`config.mk`:
```
export PLATFORM = sky130hd
export DESIGN_NAME = decoder_scan_n
export DESIGN_NICKNAME = d
export VERILOG_FILES = /design/src/rtl/decoder_pkg.sv /design/src/rtl/decoder_n.sv /design/src/rtl/decoder_scan_n.sv
export SDC_FILE = /design/constraint.sdc
export NUM_CORES = 1
export LEC_CHECK = 0
export BUFFER_PORTS_ARGS = -buffer_cell sky130_fd_sc_hd__buf_2
export CAP_MARGIN = 10
export CORE_MARGIN = 5
export CORE_UTILIZATION = 40
export CTS_CLUSTER_DIAMETER = 50
export CTS_CLUSTER_SIZE = 40
export DETAILED_ROUTE_END_ITERATION = 8
export GPL_TIMING_DRIVEN = 0
export PLACE_DENSITY = 0.62
export SETUP_SLACK_MARGIN = 0.3
export SLEW_MARGIN = 30
export SYNTH_ARGS = -nofsm -noshare
export SYNTH_HDL_FRONTEND = slang
export SYNTH_SLANG_ARGS = --single-unit
```
`constraint.sdc`:
```
create_clock -name clk -period 2.4 [get_ports clk]
set_clock_uncertainty 0.05 [all_clocks]
set_input_delay 0.36 -clock clk [delete_from_list [all_inputs] [get_ports clk]]
set_output_delay 0.36 -clock clk [all_outputs]
set_load 0.05 [all_outputs]
```
`src/rtl/decoder_pkg.sv`:
```
`default_nettype none
// ============================================================================
// Module      : decoder_pkg
// Description : Shared types and helpers for the scanning decoder.
//               state_t      - scan engine state (IDLE / SCAN)
//               MAX_SEL_W    - widest select index the helper supports
//               onehot(idx)  - MAX_OUT_W-bit one-hot of idx
// Revision    : 1.0 - initial release
// ============================================================================
package decoder_pkg;

    typedef enum logic [0:0] {
        IDLE = 1'b0,
        SCAN = 1'b1
    } state_t;

    localparam int MAX_SEL_W = 8;
    localparam int MAX_OUT_W = 2 ** MAX_SEL_W;

    // Widest possible one-hot; callers narrow the result with a size cast.
    function automatic logic [MAX_OUT_W-1:0] onehot(input logic [MAX_SEL_W-1:0] idx);
        logic [MAX_OUT_W-1:0] vec;
        vec      = '0;
        vec[idx] = 1'b1;
        return vec;
    endfunction

endpackage
`default_nettype wire

```
`src/rtl/decoder_n.sv`:
```
`default_nettype none
// ============================================================================
// Module      : decoder_n
// Description : Combinational SEL_W:2^SEL_W enabled decoder.
//               Ports: en  - 1 forces an all-zero result when low
//                      idx - SEL_W-bit index
//                      dec - OUT_W-bit one-hot (or zero) result
// Revision    : 1.0 - initial release
// ============================================================================
module decoder_n
    import decoder_pkg::*;
#(
    parameter  int SEL_W = 3,
    localparam int OUT_W = 2 ** SEL_W
) (
    input  logic             en,
    input  logic [SEL_W-1:0] idx,
    output logic [OUT_W-1:0] dec
);

    // SEL_W must not exceed MAX_SEL_W; the index is zero-extended into the
    // package helper and the result narrowed back to OUT_W bits.
    always_comb begin
        dec = '0;
        if (en) begin
            dec = OUT_W'(onehot(MAX_SEL_W'(idx)));
        end
    end

endmodule
`default_nettype wire

```
`src/rtl/decoder_scan_n.sv`:
```
`default_nettype none
// ============================================================================
// Module      : decoder_scan_n
// Description : Registered enabled decoder with a sequential scan engine.
//               Direct mode: out <= onehot(sel) one cycle after en.
//               Scan mode  : walks one hot bit from sel to last inclusive,
//                            wrapping past OUT_W-1, pausable and abortable.
//               Ports: clk, reset_n (async, active-low), en, sel, start,
//                      last, abort (inputs); out, cur, busy, done (outputs,
//                      all registered).
// Revision    : 1.0 - initial release
// ============================================================================
module decoder_scan_n
    import decoder_pkg::*;
#(
    parameter  int SEL_W = 3,
    localparam int OUT_W = 2 ** SEL_W
) (
    input  logic             clk,
    input  logic             reset_n,
    input  logic             en,
    input  logic [SEL_W-1:0] sel,
    input  logic             start,
    input  logic [SEL_W-1:0] last,
    input  logic             abort,
    output logic [OUT_W-1:0] out,
    output logic [SEL_W-1:0] cur,
    output logic             busy,
    output logic             done
);

    state_t           state_q,  state_d;
    logic             paused_q, paused_d;
    logic [SEL_W-1:0] cur_q,    cur_d;
    logic             busy_q,   busy_d;
    logic             done_q,   done_d;
    logic [OUT_W-1:0] out_q,    out_d;

    // Decoder request for the out register's D input.
    logic             dec_en;
    logic [SEL_W-1:0] dec_idx;

    always_comb begin
        state_d  = state_q;
        paused_d = paused_q;
        cur_d    = cur_q;
        busy_d   = busy_q;
        done_d   = 1'b0;
        dec_en   = 1'b0;
        dec_idx  = sel;

        unique case (state_q)
            IDLE: begin
                if (en) begin
                    dec_en = 1'b1;
                    if (start) begin
                        cur_d    = sel;
                        busy_d   = 1'b1;
                        paused_d = 1'b0;
                        state_d  = SCAN;
                    end
                end
            end
            SCAN: begin
                if (abort) begin
                    busy_d   = 1'b0;
                    paused_d = 1'b0;
                    state_d  = IDLE;
                end else if (!en) begin
                    paused_d = 1'b1;
                end else if (paused_q) begin
                    // First enabled cycle after a pause re-asserts the
                    // current index rather than advancing past it.
                    dec_en   = 1'b1;
                    dec_idx  = cur_q;
                    paused_d = 1'b0;
                end else if (cur_q != last) begin
                    cur_d   = cur_q + SEL_W'(1);
                    dec_en  = 1'b1;
                    dec_idx = cur_q + SEL_W'(1);
                end else begin
                    busy_d  = 1'b0;
                    done_d  = 1'b1;
                    state_d = IDLE;
                end
            end
            default: begin
                state_d = IDLE;
            end
        endcase
    end

    decoder_n #(
        .SEL_W (SEL_W)
    ) u_decoder_n (
        .en  (dec_en),
        .idx (dec_idx),
        .dec (out_d)
    );

    always_ff @(posedge clk or negedge reset_n) begin
        if (!reset_n) begin
            state_q  <= IDLE;
            paused_q <= 1'b0;
            cur_q    <= '0;
            busy_q   <= 1'b0;
            done_q   <= 1'b0;
            out_q    <= '0;
        end else begin
            state_q  <= state_d;
            paused_q <= paused_d;
            cur_q    <= cur_d;
            busy_q   <= busy_d;
            done_q   <= done_d;
            out_q    <= out_d;
        end
    end

    assign out  = out_q;
    assign cur  = cur_q;
    assign busy = busy_q;
    assign done = done_q;

endmodule
`default_nettype wire

```
==> results.md, run 1 <==
* Final worst-path cycle share at 0.7888
* WP data required at 2530 ps
* Max Root-Sink Buffers at 2
* Clock Root Buffer: clkbuf_4
* Largest net degree at the start of global routing at 16
* Max Fclk at 528.3 MHz
* First-pass GRT wire length at 3981 um
* Post-Syn Area at 1011 um2
* Setup TNS at 0 ps
* Cells after DPL at 146
* Most used DFF post-synth: dfrtp_1
* Worst rel slew slack at 0.7166
* RSZ-0062 raised after global routing: false
* Peak VDD IR at 0.4865 mV
* Synth async-reset ratio at 1.000
* Port buffer count at 22
* Vias per Instance at 5.709
* Core Util, Final at 0.4893
* Most common cell in the synthesized netlist: dfrtp_1
* Final hold violation count at 0
* Filler-free cell count of the finished design at around 150
* Site Rows at 18
* Reg power frac at 0.309
* Post-synth top cells: dfrtp_1 (15), nor4_1 (8), nand2_1 (5)
* Grt met1 use at 0.1955
* Slew Viols, Final at 0
* Status: complete, no violations
* Setup crit start kind: register
* Clk pin slew, worst setup/hold paths at approximately 100 ps
* H-tree lvl count at 1
* Sw Share at 0.4924
* Initial DRC count at 19
* Sequential area share after synthesis at 0.3713
* Die W at 60.28 um
* P&R area growth vs syn at 18.81%
* Core area at 2455 um2
* Die height at 60.28 um
* Leak at 0.0005599 uW
* Internal power at 587.1 uW
* Total number of vias at 862
* Gate power share at 0.561
* CTS Sinks at 15
* M2 GR Usage at 0.2423
* CP Class: reg -> reg
* Worst Path Max Fanout at 6
* Finished layout cell area at 1201 um2
* DRC violations left at 0
* Gr busiest metal: met2
* # Max-Cap Violations at 0
* Nets at 134
* Setup bufs post-CTS at 0
* Num ports at 24
* Slew @ Worst Pin at 420.5 ps
* Ant. Diodes at 0
* EDFF count, synth at 0
* Pre-CTS setup slack at 411.4 ps
* Sw Pwr at around 570 uW
* Clk Latency, worst-skew pair at 290 ps
* Pwr Density at 963.0 nW/um2
* Initial antenna violation count at 0
* Worst EP arrival at 2030 ps
* Yosys reg bits at 15
* Die ar. at 3633 um2
* Syn_area_per_cell at 10.76 um2
* Biggest area consumer among synthesized cells: dfrtp_1
* Setup-failing EPs final at 0
* Mapped Nets at roughly 110
* Total GRT Usage at 0.1464
* Ys Warns at 0
* CTS tree: built
* Synth top area cells: dfrtp_1 (37%), nor4_1 (5.0%), xnor2_2 (4.8%), buf_6 (3.3%), o41ai_2 (3.2%)
* ANT nets after route at 0
* Period minus WS final at 1893 ps
* HPWL after DPL at 1833 um
* Clock power share at 0.130
* CP Capture Type: register
* Initial Util at 0.4118
* Top-area cell type share of the netlist area at 0.3713
* GP Congestion at 0.7545
* Num CTS Buffers at 3
* Final setup margin at 507.0 ps
* Cells after synthesis at between 90 and 100
* Vias in the first global route at 870
* Layout cells sized above 1 at 0.3884
* Gr ovfl total at 0
* Avg WL per Cell at approximately 16 um
* TritonRoute pass-1 iters at 4
* GR Util met3 at 0.02592
* Tightest Hold Check Type: in -> reg
* Routed Wire Length at 2364 um
* Area post-placement at ~1200 um2
* Synth cell types at 44
==> layer usage <==
metal	wire, um	vias up	share of wire
li1	-	417	-
met1	1076	418	0.46
met2	1156	22	0.49
met3	102	5	0.043
met4	29	0	0.012
met5	0	-	0
==> worst max-delay path, cell delays in order (launching register included) <==
cell	delay [ps]
dfrtp_2	480
ha_2	250
nor4bb_1	150
o31ai_1	300
o211ai_1	230
nor4_1	330
==> sequential cells by signal (all words and copies together), names as in the netlist <==
| signal | flops |
|---|---|
| state_q | 1 |
| out | 8 |
| cur | 3 |
| paused_q | 1 |
| done | 1 |
| busy | 1 |
==> timing repair <==
item | 4_1_cts | 5_1_grt
endpoints found under the setup margin | 0 | 8
hold buffers | 1 | 0
endpoints found under the hold margin | 15 | 0
gates resized for setup | 0 | 3
==> layout make-up <==
class / instances / area [um2]
inverters: 3 / 11.26
multi-input cells: 71 / 583.1
clock inverters: 1 / 5.005
flip-flops and latches: 15 / 377.9
repair buffers: 23 / 120.1
fillers: 236 / 1254
clock buffers: 3 / 22.52
well taps: 30 / 37.54
plain buffers: 5 / 43.79
==> power by group through the flow <==
| stage | Sequential (uW) | Combinational, uW | Clock, uW |
|---|---|---|---|
| floorplan | 501 | 353 | 0 |
| global placement | 356 | 635 | 0 |
| detailed placement | 359 | 638 | 0 |
| CTS | 354 | 642 | 153 |
| global route | 366 | 696 | 168 |
| finish | 357 | 649 | 150 |
==> worst paths after layout <==
path | startpoint | to | slack (ps) | cells after the start
worst max-delay path | cur[0] | out[4] | 510 | 5
worst min-delay path | en | paused_q | 230 | 2
worst max register to register | cur[0] | out[4] | 510 | 5
worst min register to register | busy | busy | 480 | 2
max in group asynchronous | reset_n | cur[1] | 1560 | 2
min in group asynchronous | reset_n | out[3] | 450 | 2
==> cells by family after synthesis <==
family	synth area share
multiplexers	0.04951
AO/OA/AOI/OAI	0.2055
adder cells (fa/ha/maj)	0.01237
buffers and inverters	0.05445
flip-flops	0.3713
AND/OR/NAND/NOR	0.2178
XOR/XNOR	0.08911
==> stage by stage <==
step	power (uW)	hold slack, ps
finish	1157	229.3
global route	1230	232.1
CTS	1149	227.7
detailed placement	997.3	241.9
global placement	990.4	234.7
floorplan	854.1	14.41
==> cell usage in the layout (no fill, tap or decap), types with 2 or more instances in the layout <==
master,netlist,routed
o21ai_0,3,3
mux2_4,2,2
xor2_2,2,2
nor2_1,4,4
buf_2,2,24
xnor2_2,3,3
o41ai_2,2,2
buf_6,3,3
nand2b_1,2,2
dfrtp_1,15,13
nand2_1,5,5
nand3_1,3,3
dfrtp_2,0,2
inv_1,3,3
nor3_1,3,3
nor2b_1,2,2
nor4_1,8,8
o31ai_1,2,2
and3b_1,2,2
a22oi_1,2,2
clkbuf_4,0,3
mux2i_1,2,2
No activity file was read; power rests on OpenSTA's default activity.
==> run 2, diff against run 1 <==
--- a/config.mk
+++ b/config.mk
@@ -13,7 +13,7 @@
 export CTS_CLUSTER_SIZE = 40
 export DETAILED_ROUTE_END_ITERATION = 8
 export GPL_TIMING_DRIVEN = 0
-export PLACE_DENSITY = 0.62
+export PLACE_DENSITY = 0.65
 export SETUP_SLACK_MARGIN = 0.3
 export SLEW_MARGIN = 30
 export SYNTH_ARGS = -nofsm -noshare
==> constraint.sdc (replaced) <==
create_clock -name clk -period 1.7 [get_ports clk]
set_clock_uncertainty 0.05 [all_clocks]
set_input_delay 0.255 -clock clk [delete_from_list [all_inputs] [get_ports clk]]
set_output_delay 0.255 -clock clk [all_outputs]
set_load 0.05 [all_outputs]
==> results.md, run 2 (same netlist as run 1, synthesis figures left out) <==
* Status: finished, violations left (was complete, no violations)
* Failing checks: setup timing
* RSZ-0062 raised after global routing: true (was false)
* Total GRT Usage at 0.1509 (was 0.1464)
* Leak at 0.0005953 uW (was 0.0005599 uW)
* Filler-free cell count of the finished design at 154 (was 151)
* Slew Viols, Final at 0 (unchanged)
* Met3 wire len at 209 um (was 102 um)
* Nets at 137 (was 134)
* Slew @ Worst Pin at 454.0 ps (was 420.5 ps)
* Internal power at 979.4 uW (was 587.1 uW)
* CTS Sinks at 15 (unchanged)
* First-pass GRT wire length at 4057 um (was 3981 um)
* # Max-Cap Violations at 0 (unchanged)
* Setup-failing EPs final at 8 (was 0)
* CP Class: reg -> reg (unchanged)
* CP Capture Type: register (unchanged)
* Routed Wire Length at 2659 um (was 2364 um)
* Sw Share at 0.4876 (was 0.4924)
* Gate power share at 0.606 (was 0.561)
* CTS tree: built (unchanged)
* Worst Path Max Fanout at 5 (was 6)
* Worst EP arrival at 1970 ps (was 2030 ps)
* Die W at 60.28 um (unchanged)
* Top layer in use: met4 (unchanged)
* Worst rel slew slack at 0.6946 (was 0.7166)
* Most common cell after layout, fill and taps aside: buf_2 (unchanged)
* Clk Latency, worst-skew pair at 290 ps (about the same)
* RR Endpoint: out[6] (was out[4])
* Core area at 2455 um2 (unchanged)
* Initial antenna violation count at 0 (unchanged)
* Most frequent cells in the layout: buf_2 (23), dfrtp_1 (11), nor4_1 (7), nand2_1 (5) (was buf_2 (24), dfrtp_1 (13), nor4_1 (8), nand2_1 (5), nor2_1 (4))
* H-tree lvl count at 1 (unchanged)
* Clock Root Buffer: clkbuf_4 (unchanged)
* Clock power share at 0.110 (was 0.130)
* Reg2reg start: cur[1] (was cur[0])
* ANT nets after route at 0 (unchanged)
* Final worst-path cycle share at 1.076 (was 0.7888)
* Total number of vias at 912 (was 862)
* Period minus WS final at 1830 ps (was 1893 ps)
* Num ports at 24 (unchanged)
* Initial DRC count at 28 (was 19)
* Metal2 WL at 1312 um (was 1156 um)
* Min-Delay Path Depth at 2 (unchanged)
* Final hold violation count at 0 (unchanged)
* WP data required at 1840 ps (was 2530 ps)
* M1 WL at 1105 um (was 1076 um)
* Hold path endpoint: paused_q (unchanged)
* Setup TNS at -747.9 ps (was 0 ps)
* TritonRoute pass-1 iters at 4 (unchanged)
* Layout cells sized above 1 at 0.4919 (was 0.3884)
* GP Congestion at 0.8446 (was 0.7545)
* Peak VDD IR at 0.8642 mV (was 0.4865 mV)
* Die ar. at 3633 um2 (unchanged)
* DRC violations left at 0 (unchanged)
* Clk pin slew, worst setup/hold paths at 90 ps (was 100 ps)
* Most flops, register: out (unchanged)
* Max Root-Sink Buffers at 2 (unchanged)
* Setup crit start kind: register (unchanged)
* Hold Path Origin: en (unchanged)
* Initial Util at 0.4118 (unchanged)
* Num CTS Buffers at 3 (unchanged)
* Gr ovfl total at 0 (unchanged)
* Vias in the first global route at 855 (was 870)
* Reg power frac at 0.284 (was 0.309)
* Vias per Instance at 5.922 (was 5.709)
* Port buffer count at 22 (unchanged)
* Max reg flops at 8 (unchanged)
* Avg WL per Cell at 17.27 um (was 15.66 um)
* Final setup margin at -129.6 ps (was 507.0 ps)
* Sw Pwr at 931.9 uW (was 569.6 uW)
* Ant. Diodes at 0 (unchanged)
* Tightest Hold Check Type: in -> reg (unchanged)
* Cells after DPL at 146 (unchanged)
* R2r worst-path depth at 4 (was 5)
* Pwr Density at 1394 nW/um2 (was 963.0 nW/um2)
* Max Fclk at 546.6 MHz (was 528.3 MHz)
* Pwr Total at 1911 uW (was 1157 uW)
* P&R area growth vs syn at 35.64% (was 18.81%)
* Largest net degree at the start of global routing at 16 (unchanged)
* Site Rows at 18 (unchanged)
* R2R Setup Slk at -130 ps (was 510 ps)
* Die height at 60.28 um (unchanged)
run 2: metrics by stage:
| stage | utilization | setup slack [ps] | hold WS [ps] | area [um2] |
|---|---|---|---|---|
| floorplan | - | -8.061 | -90.59 | 1044 |
| global placement | 0.4852 | -100.4 | 126.7 | 1191 |
| detailed placement | 0.4852 | -134.2 | 135.5 | 1191 |
| CTS | 0.5494 | -111.6 | 126.4 | 1349 |
| global route | 0.5586 | -224.5 | 113.5 | 1371 |
| finish | 0.5586 | -129.6 | 124.8 | 1371 |
run 2: critical path, stage by stage, from the launching register on:
cell,delay [ps]
dfrtp_4,560
xor2_2,220
o41ai_4,420
a22oi_2,180
nor4_1,300
run 2: worst max-delay path by stage:
stage | start | cells after the start | endpoint
after floorplan | cur[2] | 5 | out[7]
after global placement | cur[1] | 5 | out[4]
after detailed placement | cur[1] | 4 | out[2]
after CTS | cur[1] | 5 | out[6]
after global routing | cur[0] | 5 | out[4]
final | cur[1] | 4 | out[6]
run 2: repair_timing:
item,in CTS,in global routing
hold buffers,1,0
endpoints found under the hold margin,15,0
pin swaps,6,1
setup buffers,2,1
setup endpoints to repair,12,14
resized for setup,15,3
run 2: power by group through the flow:
stage	Sequential (uW)	Clock [uW]	Combinational (uW)
floorplan	739	0	537
global placement	536	0	932
detailed placement	538	0	938
CTS	542	219	1120
global route	555	237	1220
finish	542	211	1160
run 2: layer usage:
metal	global-route usage	vias to the layer above
li1	-	421
met1	0.1968	444
met2	0.2361	43
met3	0.04104	4
met4	0.05696	0
met5	0	-
run 2: layout make-up:
class | count | area (um2)
Fill cell | 213 | 1084
Inverter | 3 | 11.26
Clock buffer | 3 | 22.52
Multi-Input combinational cell | 71 | 716.9
Clock inverter | 1 | 5.005
Sequential cell | 15 | 385.4
Buffer | 5 | 43.79
Tap cell | 30 | 37.54
Timing Repair Buffer | 26 | 148.9
==> run 3, diff against run 2 <==
--- a/config.mk
+++ b/config.mk
@@ -15,6 +15,7 @@
 export GPL_TIMING_DRIVEN = 0
 export PLACE_DENSITY = 0.65
 export SETUP_SLACK_MARGIN = 0.3
+export SKIP_CTS_REPAIR_TIMING = 1
 export SLEW_MARGIN = 30
 export SYNTH_ARGS = -nofsm -noshare
 export SYNTH_HDL_FRONTEND = slang
==> results.md, run 3 (same netlist as run 1, synthesis figures left out) <==
* Port buffer count at 22 (unchanged)
* Final worst-path cycle share at 1.112 (was 1.076)
* Worst rel slew slack at 0.6854 (was 0.6946)
* Status: finished, violations left (unchanged)
* Clock Root Buffer: clkbuf_4 (unchanged)
* CTS tree: built (unchanged)
* # Max-Cap Violations at 0 (unchanged)
* Slew Viols, Final at 0 (unchanged)
* Peak VDD IR at 0.8871 mV (was 0.8642 mV)
* Num CTS Buffers at 3 (unchanged)
* Ant. Diodes at 0 (unchanged)
* H-tree lvl count at 1 (unchanged)
* Final setup margin at -190.5 ps (was -129.6 ps)
* Max incr delay on CP at 550 ps (was 560 ps)
* Total GRT Usage at 0.1406 (was 0.1509)
* CP Capture Type: register (unchanged)
* Layout cells sized above 1 at 0.4959 (was 0.4919)
* P&R area growth vs syn at 33.04% (was 35.64%)
* Setup-failing EPs final at 8 (unchanged)
* Avg WL per Cell at 16.79 um (was 17.27 um)
* Largest net degree at the start of global routing at 16 (unchanged)
* Most common cell after layout, fill and taps aside: buf_2 (unchanged)
* Top layer in use: met4 (unchanged)
* CP Class: reg -> reg (unchanged)
* Initial antenna violation count at 0 (unchanged)
* Failing checks: setup timing (unchanged)
* Worst Path Max Fanout at 6 (was 5)
* DRC violations left at 0 (unchanged)
* Crit-path cells: xor2_2, o41ai_4, a22oi_2, nor4_1 (unchanged)
* Pwr Density at 1368 nW/um2 (was 1394 nW/um2)
* Die height at 60.28 um (unchanged)
* Routed Wire Length at 2569 um (was 2659 um)
* WP data required at 1830 ps (was 1840 ps)
* Max Root-Sink Buffers at 2 (unchanged)
* Cells after DPL at 146 (unchanged)
* Most frequent cells in the layout: buf_2 (24), dfrtp_1 (12), nand2_1 (5) (was buf_2 (23), dfrtp_1 (11), nor4_1 (7), nand2_1 (5))
* Gr ovfl total at 0 (unchanged)
* Vias per Instance at 5.915 (was 5.922)
* Crit-path slowest cell: dfrtp_4 (unchanged)
* Final hold violation count at 0 (unchanged)
* Max Fclk at 529.0 MHz (was 546.6 MHz)
* Setup crit start kind: register (unchanged)
* Period minus WS final at 1891 ps (was 1830 ps)
* First-pass GRT wire length at 3836 um (was 4057 um)
* CTS Sinks at 15 (unchanged)
* Max reg flops at 8 (unchanged)
* Most flops, register: out (unchanged)
* Slew @ Worst Pin at 467.7 ps (was 454.0 ps)
* Pre-CTS setup slack at -134.2 ps (unchanged)
* Nets at 136 (was 137)
* RSZ-0062 raised after global routing: true (unchanged)
* Clk Latency, worst-skew pair at 290 ps (about the same)
* Die ar. at 3633 um2 (unchanged)
* Clk pin slew, worst setup/hold paths at 100 ps (was 90 ps)
* GP Congestion at 0.8446 (unchanged)
* Num ports at 24 (unchanged)
* Tightest Hold Check Type: in -> reg (unchanged)
* Fin Hold WS at 136.0 ps (was 124.8 ps)
* Initial Util at 0.4118 (unchanged)
* Metal2 WL at 1273 um (was 1312 um)
* M1 WL at 1089 um (was 1105 um)
* ANT nets after route at 0 (unchanged)
* Met3 wire len at 176 um (was 209 um)
* Die W at 60.28 um (unchanged)
* Total number of vias at 905 (was 912)
* Core area at 2455 um2 (unchanged)
* Filler-free cell count of the finished design at 153 (was 154)
* Leak at 0.0005910 uW (was 0.0005953 uW)
* Worst EP arrival at 2020 ps (was 1970 ps)
* Initial DRC count at 37 (was 28)
* Setup TNS at -999.3 ps (was -747.9 ps)
* Site Rows at 18 (unchanged)
* TritonRoute pass-1 iters at 6 (was 4)
* Vias in the first global route at 832 (was 855)
run 3: cell count changes in the layout (fill, tap and decap cells not counted):
cell / change
nor4_2: +3
nor4_1: -3
xnor2_4: -2
buf_6: -1
a41oi_1: +1
dfrtp_1: +1
buf_4: -1
buf_2: +1
xnor2_2: +2
a41oi_2: -1
dfrtp_2: -1
run 3: worst max-delay path, delay by kind of cell, from the launching register on:
kind / cells / cell delay (ps)
and+or+nand+nor: 1 / 330
AOI/OAI and AO/OA: 2 / 630
xor gates and xnor gates: 1 / 220
DFF: 1 / 550
run 3: area by class of cell:
type	count	area, um2
fill	217	1110
multi-input combinational	71	705.7
sequential	15	384.1
timing repair buffer	25	135.1
buffer	5	43.79
tap	30	37.54
clock buffer	3	22.52
inverter	3	11.26
clock inverter	1	5.005
run 3: worst paths after layout:
kind,startpoint,to,slack [ps],cells past startpoint
setup / recovery,cur[1],out[6],-190,4
hold reg to reg,busy,busy,470,2
max in group asynchronous,reset_n,cur[0],990,2
hold / removal,en,paused_q,140,2
setup reg to reg,cur[1],out[6],-190,4
min in group asynchronous,reset_n,cur[1],340,2
run 3: power by group:
part	switching, uW	internal, uW	total (uW)
sequential	92.1	439	532
clock	123	87.5	210
combinational	696	403	1100
total	910	930	1840
run 3: metal layers:
layer	vias to the layer above	GRT usage
li1	422	-
met5	-	0
met3	5	0.04104
met1	446	0.1887
met2	32	0.2145
met4	0	0.04747
run 3: through the flow:
step | util | total power, uW | area (um2)
final | 0.5479 | 1840 | 1345
after global routing | 0.5479 | 1938 | 1345
after CTS | 0.4964 | 1696 | 1219
after detailed placement | 0.4852 | 1476 | 1191
after global placement | 0.4852 | 1468 | 1191
after floorplan | - | 1275 | 1044
